$ cat src/rtl/dmem_ram_arbiter.sv
// Two-master arbiter (CPU load/store, read-only DMA scanout) for the single-port data RAM window.
// Optional build macro ARB_ROUND_ROBIN_EN: round-robin on contention instead of CPU fixed priority.
module dmem_ram_arbiter #(
    parameter logic [31:0] RAM_BASE  = 32'd8500,
    parameter logic [31:0] RAM_LIMIT = 32'd138100,
    parameter int          MAX_WAIT  = 4
) (
    input  logic        clk,
    input  logic        reset,
    input  logic        cpu_req,
    input  logic        cpu_we,
    input  logic [31:0] cpu_addr,
    input  logic [31:0] cpu_wd,
    output logic        cpu_gnt,
    output logic        cpu_rvalid,
    output logic [31:0] cpu_rd,
    input  logic        dma_req,
    input  logic [31:0] dma_addr,
    output logic        dma_gnt,
    output logic        dma_rvalid,
    output logic [31:0] dma_rd,
    output logic        ram_we,
    output logic [31:0] ram_addr,
    output logic [31:0] ram_wd,
    input  logic [31:0] ram_rd,
    output logic        err_oob
);

    typedef enum logic [1:0] {IDLE, CPU_ACC, DMA_ACC} state_e;

    state_e      state_q;
    logic [3:0]  dma_wait_q, dma_wait_d;
    logic        rd_pend_q;
    logic        oob_q;
    logic        cpu_win, dma_win, granted, oob;
    logic [31:0] win_addr;
    logic        dma_forced;

`ifdef ARB_ROUND_ROBIN_EN
    logic        last_cpu_q;
`endif

    assign dma_forced = (dma_wait_q == 4'(MAX_WAIT));

    always_comb begin
        cpu_win = 1'b0;
        dma_win = 1'b0;
        if (!reset) begin
            if (cpu_req && dma_req) begin
`ifdef ARB_ROUND_ROBIN_EN
                dma_win = dma_forced || last_cpu_q;
`else
                dma_win = dma_forced;
`endif
                cpu_win = !dma_win;
            end else begin
                cpu_win = cpu_req;
                dma_win = dma_req;
            end
        end
    end

    assign granted  = cpu_win || dma_win;
    assign win_addr = dma_win ? dma_addr : cpu_addr;
    assign oob      = granted && ((win_addr < RAM_BASE) || (win_addr >= RAM_LIMIT));

    assign cpu_gnt  = cpu_win;
    assign dma_gnt  = dma_win;
    assign err_oob  = oob;
    assign ram_we   = cpu_win && cpu_we && !oob;
    assign ram_addr = (granted && !oob) ? (win_addr - RAM_BASE) : 32'd0;
    assign ram_wd   = cpu_win ? cpu_wd : 32'd0;

    always_comb begin
        dma_wait_d = 4'd0;
        if (dma_req && !dma_win)
            dma_wait_d = dma_forced ? dma_wait_q : dma_wait_q + 4'd1;
    end

    // state_q doubles as the return owner tag: it names whoever was granted last cycle.
    always_ff @(posedge clk) begin
        if (reset) begin
            state_q    <= IDLE;
            dma_wait_q <= 4'd0;
            rd_pend_q  <= 1'b0;
            oob_q      <= 1'b0;
`ifdef ARB_ROUND_ROBIN_EN
            last_cpu_q <= 1'b1;
`endif
        end else begin
            state_q    <= cpu_win ? CPU_ACC : (dma_win ? DMA_ACC : IDLE);
            dma_wait_q <= dma_wait_d;
            rd_pend_q  <= dma_win || (cpu_win && !cpu_we);
            oob_q      <= oob;
`ifdef ARB_ROUND_ROBIN_EN
            if (granted)
                last_cpu_q <= cpu_win;
`endif
        end
    end

    // A return in flight when reset rises is suppressed immediately, not one cycle later.
    assign cpu_rvalid = !reset && rd_pend_q && (state_q == CPU_ACC);
    assign dma_rvalid = !reset && rd_pend_q && (state_q == DMA_ACC);
    assign cpu_rd     = (cpu_rvalid && !oob_q) ? ram_rd : 32'd0;
    assign dma_rd     = (dma_rvalid && !oob_q) ? ram_rd : 32'd0;

endmodule
$ cat config.mk
export PLATFORM = sky130hd
export DESIGN_NAME = dmem_ram_arbiter
export DESIGN_NICKNAME = d
export VERILOG_FILES = /design/src/rtl/dmem_ram_arbiter.sv
export SDC_FILE = /design/constraint.sdc
export NUM_CORES = 1
export LEC_CHECK = 0
export BUFFER_PORTS_ARGS = -buffer_cell sky130_fd_sc_hd__buf_2
export CAP_MARGIN = 20
export CORE_AREA = 2 2 102 104
export DETAILED_ROUTE_END_ITERATION = 6
export DIE_AREA = 0 0 104 106
export PLACE_DENSITY = 0.62
export SYNTH_ARGS = -nofsm -noshare
export SYNTH_HDL_FRONTEND = slang
export SYNTH_SLANG_ARGS = --single-unit
$ cat constraint.sdc
create_clock -name clk -period 4.2 [get_ports clk]
set_input_delay 0.42 -clock clk [delete_from_list [all_inputs] [get_ports clk]]
set_output_delay 0.42 -clock clk [all_outputs]
set_load 0.005 [all_outputs]
# [Word-level counts from Yosys, hierarchy flattened]
# Cells that the tools add are included.
[word_totals] regBits=8 input_bits=133 word_cells=47
[classes] n_addsub=2 order_cmp=2 eq_ne=3 mux=11 bitwise_logic=1 reduce_logical=23
[op_table] operator="2-to-1 mux 32 bit" count=5
[op_table] operator=">= comparator 32 x 18 -> 1 bit (second input constant)" count=1
[op_table] operator="less-than comparator 32 x 14 -> 1 bit (second input constant)" count=1
[op_table] operator="subtractor 32 x 14 -> 32 bit (second input constant)" count=1
[op_table] operator="logical AND 1 bit" count=12
[op_table] operator="logical NOT 1 bit" count=6
[op_table] operator="2-to-1 mux 1 bit" count=5
[op_table] operator="adder 4 x 1 -> 4 bit (second input constant)" count=1
[op_table] operator="equality test 4 x 3 -> 1 bit (second input constant)" count=1
[op_table] operator="OR reduction 2 bit" count=2
[op_table] operator="logical OR 1 bit" count=3
[op_table] operator="equality test 2 x 1 -> 1 bit (second input constant)" count=1
[op_table] operator="equality test 2 bit (second input constant)" count=1
[op_table] operator="2-to-1 mux 2 bit" count=1
[op_table] operator="inverter 1 bit" count=1

# [Depth between registers and ports, before layout]
[depth] word_depth=10 ltp_mapped=18 depth_no_buf=15

# [Worst setup path after synthesis]
# OpenSTA, ideal clock, no wires.
[synth_timing] kind="register -> output" startpoint="reg dma_wait_q[0]" endpoint="out ram_addr[16]" arrival_time_ps=3259 setup_slack_ps=521 path_stages_with_launch=19 path_cell_list="dfxtp_1 > inv_1 > ha_1 > and3b_2 > o21ai_4 > buf_6 > buf_2 > buf_1 > nand2_1 > nand2_1 > inv_1 > ha_1 > nand4b_1 > nand4b_1 > mux2i_1 > o221ai_1 > o2111ai_1 > buf_2 > nor3b_2"
[synth_between] elab_chain_len=10
[synth_lines] element="start: declaration" line="32" text="logic [3:0] dma_wait_q, dma_wait_d;"
[synth_lines] element="start signal: assignment" line="92" text="dma_wait_q <= dma_wait_d;"
[synth_lines] element="equality test 4 x 3 -> 1 bit (*)" line="43" text="assign dma_forced = (dma_wait_q == 4'(MAX_WAIT));"
[synth_lines] element="2-to-1 mux 1 bit" line="49" text="if (cpu_req && dma_req) begin"
[synth_lines] element="2-to-1 mux 1 bit" line="48" text="if (!reset) begin"
[synth_lines] element="2-to-1 mux 32 bit" line="64" text="assign win_addr = dma_win ? dma_addr : cpu_addr;"
[synth_lines] element="less-than comparator 32 x 14 -> 1 bit / >= comparator 32 x 18 -> 1 bit (equally long branches)" line="65" text="assign oob = granted && ((win_addr < RAM_BASE) || (win_addr >= RAM_LIMIT));"
[synth_lines] element="logical OR 1 bit" line="65"
[synth_lines] element="logical AND 1 bit" line="65"
[synth_lines] element="logical NOT 1 bit" line="71" text="assign ram_addr = (granted && !oob) ? (win_addr - RAM_BASE) : 32'd0;"
[synth_lines] element="logical AND 1 bit" line="71"
[synth_lines] element="2-to-1 mux 32 bit (*)" line="71"
[synth_lines] element="end: declaration" line="23" text="output logic [31:0] ram_addr,"
# Every way passes the cells marked *; elsewhere a longest branch is shown, timed or not.

# [Final worst setup path]
[layout_timing] startpoint="reg dma_wait_q[0]" endpoint="out ram_addr[21]"
# Same word-level chain as after synthesis.

==> run metrics <==
run status=finished, final reports clean; kind of path behind the tightest hold check=input pin to flop; CTS clock-pin slew for the worst setup and hold paths=40 ps; most used flip-flop cell after synthesis=dfxtp_1; leakage power of the design=2.29 nW; I/O pin count=267; library cell occupying the most area in the post-synthesis netlist=and2_1; Max transition margin=52.7%; final design utilization=41.5%; weighted congestion at the end of routability-driven global placement=0.896; CTS tree=yes; maximum fanout encountered on the critical timing path=34; transition time at the pin with the least slew margin=703 ps; Avg Vias per Cell=4.96; register cell area after layout=160 µm²; warnings from Yosys=0; all-layer global routing usage=22.1%; Final Setup Violations=0; worst clock skew=4.20 ps; setup bufs post-CTS=0; R2R Setup Slk=1130 ps; die extent in y=106 µm; critical path class=flop to output port; area occupied by multi-input gates=2370 µm²; CTS HTree Levels=1; worst reg2reg endpoint=oob_q$_SDFF_PP0_; initial core utilization=26.8%; global-route wire length before repair=19.9 mm; via count=3950; sequential area share after synthesis=5.98%; Sink Count=8; total global routing overflow=0; max-cap violations=0; cell with the largest stage delay on the worst path=a222oi_1; Max Transition Viols Final=0; largest net degree at the start of global routing=40; area of the die=11000 µm²; Synth top area share=22.7%; worst hold path stage count=2; DRC violations left=0; share of flip-flops with an asynchronous set or reset=0%; maximum number of buffers from clock root to sink=2; signal arrival time at the worst endpoint=3450 ps; number of global-route vias before repair=3649; ANT nets after route=0; min cycle time layout=3870 ps; CP Capture Type=output port; RSZ-0062 raised after global routing=false; core area=10000 µm²; final worst-path cycle share=92.1%; placement row count=37; setup slack after placement=481 ps; Endpoint, Worst Hold=rd_pend_q$_SDFF_PP0_; number of endpoints with negative hold slack in the final report=0; first-pass detailed-route iteration total=5; Die W=104 µm; number of filler instances in the final layout=1104; CP max stage delay=590 ps; fraction of layout cells with a size suffix above 1=44.7%; Min-Delay Startpoint=cpu_we; average wire per standard cell=16.7 µm; syn avg cell area=6.48 µm²; synthesis-to-layout area growth=55.0%; # port buffers=259; first-iteration detailed-routing DRC count=299; Worst Slack Setup Final=334 ps; initial antenna violation count=7; startpoint of the lowest-slack register-to-register path=dma_wait_q[0]$_SDFFE_PP0P_; number of synthesized flops with an enable pin=0; TritonCTS buffer count=3; total placed instance area=4070 µm²; Finished Cell Area=4150 µm²; synthesis-stage register bit count=8; critical path launch point type=flop; VDD IR max=0.0532 mV; number of different library cells in the post-synthesis netlist=57; largest cells by area after synthesis=and2_1, mux2i_1, dfxtp_1; later-pin clock latency in the skew report=230 ps; total negative slack=0 ps; worst hold slack across all endpoints=415 ps; Clock Root Buffer=clkbuf_8; post-synth design cell area=2680 µm²; f_max=0.259 GHz; synthesized instance count=413; Crit path required time=3780 ps; final net count=795; cell breakdown of the critical path=inv_1 > ha_1 > and3b_2 > o21ai_4 > buf_4 > nand4_1 > a222oi_1 > o2111ai_4 > buf_6 > nor3b_2 > buf_2; cell count of the worst reg-to-reg path=12; total detailed-routing wirelength=13.3 mm; detailed placement HPWL=11.5 mm; cell area power density=101 nW/µm²
## registers in the layout (all words and copies together), names as in the netlist
name        cells
dma_wait_q      4
oob_q           1
rd_pend_q       1
state_q         2
## worst max-delay path by stage
stage / cells past startpoint / start / slack [ps] / end
floorplan: 18 / dma_wait_q[0]$_SDFFE_PP0P_ / 520 / ram_addr[16]
global placement: 16 / dma_wait_q[0]$_SDFFE_PP0P_ / 610 / ram_addr[29]
detailed placement: 16 / dma_wait_q[0]$_SDFFE_PP0P_ / 480 / ram_addr[29]
CTS: 16 / dma_wait_q[0]$_SDFFE_PP0P_ / 220 / ram_addr[29]
global route: 16 / dma_wait_q[0]$_SDFFE_PP0P_ / 20 / ram_addr[25]
finish: 11 / dma_wait_q[0]$_SDFFE_PP0P_ / 330 / ram_addr[21]
## through the flow
step	power, mW	instances
detailed placement	0.326	789
floorplan	0.200	419
finish	0.420	797
CTS	0.422	792
global route	0.454	793
global placement	0.324	789
## where the power goes
part | internal, mW | switching [mW] | total, mW
Clock | 0.0620 | 0.0294 | 0.0913
Sequential | 0.0792 | 0.00122 | 0.0804
Combinational | 0.111 | 0.138 | 0.249
## kinds of logic (layout without fill, tap and decap cells)
| logic type | count (synthesis) | in the layout | share of synthesized area, % |
|---|---|---|---|
| AND/OR/NAND/NOR | 253 | 253 | 53.2 |
| AO/OA/AOI/OAI | 68 | 68 | 17.3 |
| buffers and inverters | 42 | 279 | 7.48 |
| multiplexers | 25 | 25 | 10.1 |
| XOR/XNOR | 12 | 12 | 3.93 |
| flip-flops | 8 | 8 | 5.98 |
| adder cells (fa/ha/maj) | 4 | 4 | 1.87 |
| other | 1 | 12 | 0.140 |
## routing by layer
metal,vias up,GRT usage [%],wire length [µm]
li1,1931,-,-
met1,1804,27.8,5510
met2,198,37.3,6280
met3,15,7.42,1370
met4,2,4.05,126
met5,-,0,10
## final cells by class
| class | count | share of cell area (%) |
|---|---|---|
| Multi-Input combinational cell | 369 | 57.2 |
| Clock buffer | 3 | 0.995 |
| Tap cell | 136 | 4.10 |
| Sequential cell | 8 | 3.86 |
| Timing Repair Buffer | 266 | 32.6 |
| Antenna cell | 5 | 0.302 |
| Inverter | 10 | 0.905 |
## cells in the mapped netlist (4+ instances only)
master     n
a21oi_1   16
a22oi_1    4
a31oi_1    7
and2_1    97
and3_1     6
buf_1      4
buf_2      4
buf_4      8
clkbuf_1  15
dfxtp_1    8
ha_1       4
inv_1      9
mux2_2     7
mux2i_1   17
nand2_1   32
nand3_1   23
nand4_1    7
nand4b_1   4
nor2_1    41
nor2b_1    6
nor3_1    10
nor3b_2    4
nor4_1     8
o21ai_0   13
o31ai_1    4
xnor2_1    6
xor2_1     6
## placed cells by master (no fill, tap or decap), drive strengths merged, types with 7 or more instances in the layout
master / synthesis / routed
dfxtp: 8 / 8
a31oi: 7 / 7
nand3: 23 / 23
nor2: 41 / 41
nand2: 32 / 32
conb: 1 / 7
nand4: 7 / 7
inv: 10 / 10
and2: 97 / 97
o21ai: 14 / 14
nor4: 8 / 8
mux2: 7 / 7
a21oi: 16 / 16
buf: 17 / 266
nor3: 11 / 11
mux2i: 17 / 17
## repair_timing
item / CTS / global route
resized for setup: 0 / 3
endpoints found under the setup margin: 0 / 13
hold buffers: 0 / 0
## worst max-delay path, delay by kind of cell (launching register included)
kind / cells / cell delay (ps)
and+or+nand+nor: 3 / 620
buffers and inverters: 4 / 850
AOI/OAI and AO/OA: 3 / 1170
adders and majority gates: 1 / 200
DFF: 1 / 360
Note: power is estimated with default switching activity, not from simulation.
